## config.mk

```make
export PLATFORM = sky130hd
export DESIGN_NAME = ifu_prefetch
export DESIGN_NICKNAME = d
export VERILOG_FILES = /design/src/rtl/ifu_prefetch_pkg.sv /design/src/rtl/ifu_prefetch_fifo.sv /design/src/rtl/ifu_prefetch.sv
export SDC_FILE = /design/constraint.sdc
export NUM_CORES = 1
export LEC_CHECK = 0
export ABC_CLOCK_PERIOD_IN_PS = 20000
export CORE_MARGIN = 2
export CORE_UTILIZATION = 49
export CTS_CLUSTER_SIZE = 16
export DETAILED_ROUTE_END_ITERATION = 8
export PLACE_DENSITY = 0.72
export REMOVE_ABC_BUFFERS = 1
export SLEW_MARGIN = 20
export SYNTH_ARGS = -nofsm -noshare
export SYNTH_HDL_FRONTEND = slang
export SYNTH_SLANG_ARGS = --single-unit
```

## constraint.sdc

```tcl
create_clock -name clk -period 20 [get_ports clk]
set_input_delay 6 -clock clk [delete_from_list [all_inputs] [get_ports clk]]
set_output_delay 6 -clock clk [all_outputs]
set_load 0.05 [all_outputs]
```

## src/rtl/ifu_prefetch_pkg.sv

```systemverilog
// Shared fetch-stage constants: bus widths, reset PC and the PC step.
package ifu_prefetch_pkg;

    localparam int unsigned INST_ADDR_W = 32;
    localparam int unsigned INST_W      = 32;
    localparam int unsigned PC_STEP     = 4;

    localparam logic [INST_ADDR_W-1:0] RESET_PC_DEF = 32'h0000_0000;
    localparam logic [INST_W-1:0]      ZERO_WORD    = 32'h0000_0000;

endpackage

```

## src/rtl/ifu_prefetch_fifo.sv

```systemverilog
// Synchronous FIFO with flush; head entry is read straight from storage.
module ifu_prefetch_fifo #(
    parameter int unsigned DEPTH = 4,
    parameter int unsigned WIDTH = 64
) (
    input  logic                         clk,
    input  logic                         rst,
    input  logic                         i_push,
    input  logic                         i_pop,
    input  logic                         i_flush,
    input  logic [WIDTH-1:0]             i_wdata,
    output logic [WIDTH-1:0]             o_rdata,
    output logic                         o_full,
    output logic                         o_empty,
    output logic [$clog2(DEPTH+1)-1:0]   o_count
);

    localparam int unsigned PTR_W = $clog2(DEPTH);
    localparam int unsigned CNT_W = $clog2(DEPTH + 1);

    logic [WIDTH-1:0] r_mem [DEPTH];
    logic [PTR_W-1:0] r_wr_ptr;
    logic [PTR_W-1:0] r_rd_ptr;
    logic [CNT_W-1:0] r_count;
    logic             w_push;
    logic             w_pop;

    assign o_full  = (r_count == CNT_W'(DEPTH));
    assign o_empty = (r_count == '0);
    assign o_count = r_count;
    assign o_rdata = r_mem[r_rd_ptr];

    // Full/empty guards keep the queue consistent even if a caller misbehaves.
    assign w_push = i_push & ~o_full;
    assign w_pop  = i_pop & ~o_empty;

    always_ff @(posedge clk or posedge rst) begin
        if (rst) begin
            r_wr_ptr <= '0;
            r_rd_ptr <= '0;
            r_count  <= '0;
            for (int unsigned i = 0; i < DEPTH; i++) begin
                r_mem[i] <= '0;
            end
        end else if (i_flush) begin
            r_wr_ptr <= '0;
            r_rd_ptr <= '0;
            r_count  <= '0;
        end else begin
            if (w_push) begin
                r_mem[r_wr_ptr] <= i_wdata;
                r_wr_ptr        <= r_wr_ptr + PTR_W'(1);
            end
            if (w_pop) begin
                r_rd_ptr <= r_rd_ptr + PTR_W'(1);
            end
            case ({w_push, w_pop})
                2'b10:   r_count <= r_count + CNT_W'(1);
                2'b01:   r_count <= r_count - CNT_W'(1);
                default: r_count <= r_count;
            endcase
        end
    end

endmodule

```

## src/rtl/ifu_prefetch.sv

```systemverilog
// Instruction fetch stage: owns the PC, drives inst_rom and queues {pc, inst} for decode.
module ifu_prefetch
    import ifu_prefetch_pkg::*;
#(
    parameter int unsigned       DEPTH    = 4,
    parameter int unsigned       ADDR_W   = INST_ADDR_W,
    parameter int unsigned       DATA_W   = INST_W,
    parameter logic [ADDR_W-1:0] RESET_PC = ADDR_W'(RESET_PC_DEF)
) (
    input  logic                         clk,
    input  logic                         rst,
    output logic                         rom_ce_o,
    output logic [ADDR_W-1:0]            rom_addr_o,
    input  logic [DATA_W-1:0]            rom_data_i,
    input  logic                         redirect_i,
    input  logic [ADDR_W-1:0]            redirect_pc_i,
    output logic                         if_valid_o,
    output logic [ADDR_W-1:0]            if_pc_o,
    output logic [DATA_W-1:0]            if_inst_o,
    input  logic                         id_ready_i,
    output logic [$clog2(DEPTH+1)-1:0]   fifo_count_o
);

    localparam int unsigned ENTRY_W = ADDR_W + DATA_W;

    logic               r_run;
    logic [ADDR_W-1:0]  r_pc;
    logic               w_full;
    logic               w_empty;
    logic               w_push;
    logic               w_pop;
    logic [ENTRY_W-1:0] w_head;

    // A redirect kills both the fetch and the pop of its own cycle.
    assign rom_ce_o   = r_run & ~w_full & ~redirect_i;
    assign rom_addr_o = r_pc;
    assign w_push     = rom_ce_o;
    assign w_pop      = ~w_empty & id_ready_i & ~redirect_i;

    assign if_valid_o = ~w_empty;
    assign if_pc_o    = w_head[ENTRY_W-1:DATA_W];
    assign if_inst_o  = w_head[DATA_W-1:0];

    // run gates fetch off for the first cycle after reset release.
    always_ff @(posedge clk or posedge rst) begin
        if (rst) begin
            r_run <= 1'b0;
            r_pc  <= RESET_PC;
        end else begin
            r_run <= 1'b1;
            if (redirect_i) begin
                r_pc <= redirect_pc_i & ~ADDR_W'(3);
            end else if (w_push) begin
                r_pc <= r_pc + ADDR_W'(PC_STEP);
            end
        end
    end

    ifu_prefetch_fifo #(
        .DEPTH (DEPTH),
        .WIDTH (ENTRY_W)
    ) u_fifo (
        .clk     (clk),
        .rst     (rst),
        .i_push  (w_push),
        .i_pop   (w_pop),
        .i_flush (redirect_i),
        .i_wdata ({r_pc, rom_data_i}),
        .o_rdata (w_head),
        .o_full  (w_full),
        .o_empty (w_empty),
        .o_count (fifo_count_o)
    );

endmodule
```

==> results.py <==
metrics = {
    "run_status": {
        "status": "finished, violations left",
        "violations": "design-rule violations",
    },
    "die": {
        "die_h_microns": 167,
        "die-area_sq_um": 28000,
        "fp.dieW_microns": 167,
        "initial_core_util_pct": 50.0,
        "num_io_pins": 169,
        "design.core.area_sq_um": 26100,
        "fp-row-count": 59,
    },
    "timing": {
        "setup_ws_ps": 6310,
        "final_hold_viol_count": 0,
        "rsz0062_at_grt": "no",
        "fmax_mhz": 73.1,
        "finalHoldWorstSlack_ps": 498,
        "worst_pin_slew_ps": 1070,
        "setup_violations": 0,
        "slew-limit-headroom_pct": 28.7,
        "period_share_pct": 68.4,
        "fin_crit_ps": 13690,
        "clock_skew_ps": 22.3,
        "drv_slew": 0,
        "finalSetupTns_ps": 0,
    },
    "yosys": {
        "synth_cell_type_count": 54,
        "async_reset_ff_share_pct": 100,
        "synth.avg_cell_area_sq_um": 14.7,
        "syn_inst": 891,
        "seq_area_frac_synth_pct": 54.8,
        "ys_ff_latch": 286,
        "ys_warn_count": 0,
        "synth_edf_count": 0,
        "syn_area_sq_um": 13100,
        "ys.flop_type": "dfrtp_1",
    },
    "routing": {
        "drc": 22,
        "vias_per_cell": 5.78,
        "first_iter_violations": 457,
        "ant_nets": 0,
        "wirelength_met1_mm": 12.9,
        "dr_wl_met3_mm": 1.57,
        "routed.top_layer": "met4",
        "wl_met2_mm": 13.2,
        "wirelength_mm": 28.1,
        "wl_per_cell_microns": 20.3,
        "dr_total_vias": 7989,
        "firstDrtPassIters": 7,
    },
    "layout": {
        "nNetsFinal": 1099,
        "fin_util_pct": 60.6,
        "fin_cells": 1382,
        "stdcell_area_sq_um": 15800,
        "fill_cells": 2051,
        "area_growth_pct": 21.4,
        "seq_area_sq_um": 7160,
        "multi_input_area_sq_um": 5560,
        "drive_above_1_share_pct": 36.2,
    },
    "worst_setup_path": {
        "setup.worst_path.class": "input port to primary output",
        "path_cells": "buf_2 > buf_4 > nor3_1 > buf_4 > clkdlybuf4s50_1",
        "crit_buf_inv": 4,
        "reg2regPathDepth": 5,
        "r2r-start": "u_fifo.o_count[1]$_DFFE_PP0P_",
        "endpoint_kind": "primary output",
        "cp_slowest_cell": "clkdlybuf4s50_1",
        "cp.arrival_ps": 7690,
        "critPathRequiredTime_ps": 14000,
        "worstPathMaxFanout": 57,
        "reg2reg_slack_ps": 17330,
        "critPathTopFamily": "buffers and inverters",
        "crit_top_cell": "buf_4",
        "rr_endpoint": "u_fifo.r_mem[154]$_DFFE_PP0P_",
        "worst_path_largest_cell_delay_ps": 830,
        "critPathLaunchType": "input port",
    },
    "placement": {
        "hpwl_mm": 16.8,
        "gp_congestion": 0.778,
        "dp_slack_ps": 6300,
        "port_buffers": 162,
        "dp.cells": 1326,
        "placed_area_sq_um": 14900,
    },
    "clocking": {
        "clkTransAtPathRegs_ps": 60,
        "cts_buffers": 31,
        "insertion_delay_ps": 550,
        "holdBufCountCts": 0,
        "cts.sinks": 286,
        "cts_tree": "built",
        "h-tree-depth": 1,
        "clock-root-buffer": "clkbuf_16",
        "clockBufferDepth": 3,
        "ctsResizeCount": 0,
        "post_cts_buffers": 0,
    },
    "global_route": {
        "grt_pass1_vias": 8227,
        "gr-total-overflow": 0,
        "antenna_found_initial": 1,
        "grt_max_degree": 189,
        "grt_pass1_wl_mm": 46.1,
        "grt_usage_pct": 20.5,
    },
    "worst_hold_path": {
        "worst_hold_startpoint": "u_fifo.r_mem[1]$_DFFE_PP0P_",
        "hold_class": "register to register",
        "hold_path_depth": 1,
        "hold_end": "u_fifo.r_mem[1]$_DFFE_PP0P_",
    },
    "job": {
        "maxCapViolations": 0,
    },
    "pwr": {
        "vdd_ir_drop_max_mv": 0.0893,
        "fin_total_pwr_mw": 2.47,
        "p_leak_nw": 6.73,
        "pwr_density_cell_nw_per_um2": 156,
    },
}
-- registers in the layout (all words and copies together) (netlist names) --
signal           flops
r_run                1
rom_addr_o          30
u_fifo.o_count       3
u_fifo.r_mem       248
u_fifo.r_rd_ptr      2
u_fifo.r_wr_ptr      2
-- final cells by class --
cell class,count,area share [%]
clock buffer,46,5.76
antenna,2,0.0316
multi-input combinational,528,35.1
clock inverter,7,0.268
inverter,9,0.261
tap,335,2.65
timing repair buffer,169,10.7
sequential,286,45.2
-- how the worst max path moves through the flow --
stage	startpoint	endpoint	slack (ps)	cells past startpoint
after floorplan	rst	r_run$_DFF_PP0_	6110	1
after global placement	redirect_i	rom_ce_o	6320	5
after detailed placement	redirect_i	rom_ce_o	6300	5
after CTS	redirect_i	rom_ce_o	6300	5
after global routing	redirect_i	rom_ce_o	6200	5
final	redirect_i	rom_ce_o	6310	5
-- synth_stat cells (6+ instances only) --
cell type | number | area (sq um)
a31oi_1 | 10 | 62.6
buf_1 | 9 | 33.8
buf_2 | 35 | 175
buf_4 | 7 | 52.6
clkbuf_1 | 18 | 67.6
dfrtp_1 | 286 | 7160
inv_1 | 8 | 30.0
mux2_2 | 249 | 2800
mux4_2 | 62 | 1400
nand2_1 | 33 | 124
nand3_1 | 20 | 100
nand4_1 | 12 | 75.1
nor2_1 | 25 | 93.8
nor3_1 | 7 | 35.0
o21ai_0 | 12 | 60.1
o31ai_1 | 10 | 75.1
or4_1 | 13 | 97.6
xnor2_1 | 6 | 52.6
-- report_power, final --
group	total [mW]	internal (mW)	leakage, nW	switching (mW)
combinational	0.996	0.462	2.71	0.533
sequential	0.939	0.806	3.54	0.133
clock	0.533	0.312	0.476	0.221
-- per-layer routing --
layer / track usage, % / vias up
li1: - / 3586
met1: 30.1 / 4175
met2: 32.7 / 192
met3: 3.71 / 36
met4: 3.40 / 0
met5: 0 / -
-- cell families after synthesis --
group,after synthesis,synth area share [%]
other,2,0.0575
XOR/XNOR,11,0.738
adder cells (fa/ha/maj),6,0.633
flip-flops,286,54.8
buffers and inverters,80,2.90
AO/OA/AOI/OAI,53,2.76
AND/OR/NAND/NOR,140,5.75
multiplexers,313,32.3
-- worst register-to-register path, delay by kind of cell (launching register included) --
family	cells	cell delay, ps
flops	1	470
mux	1	460
simple gates	3	1400
buf+inv	1	210
-- cells in the final DEF (no fill, tap or decap), types with 10 or more instances in the layout --
master | Yosys | final
a31oi_1 | 10 | 10
dfrtp_1 | 286 | 284
nand2_1 | 33 | 29
o21ai_0 | 12 | 12
o31ai_1 | 10 | 10
clkdlybuf4s50_1 | 0 | 161
nand4_1 | 12 | 12
mux2_2 | 249 | 249
mux4_2 | 62 | 62
clkbuf_16 | 0 | 31
or4_1 | 13 | 13
nor2_1 | 25 | 25
nand3_1 | 20 | 20
(Power assumes the default switching activity.)
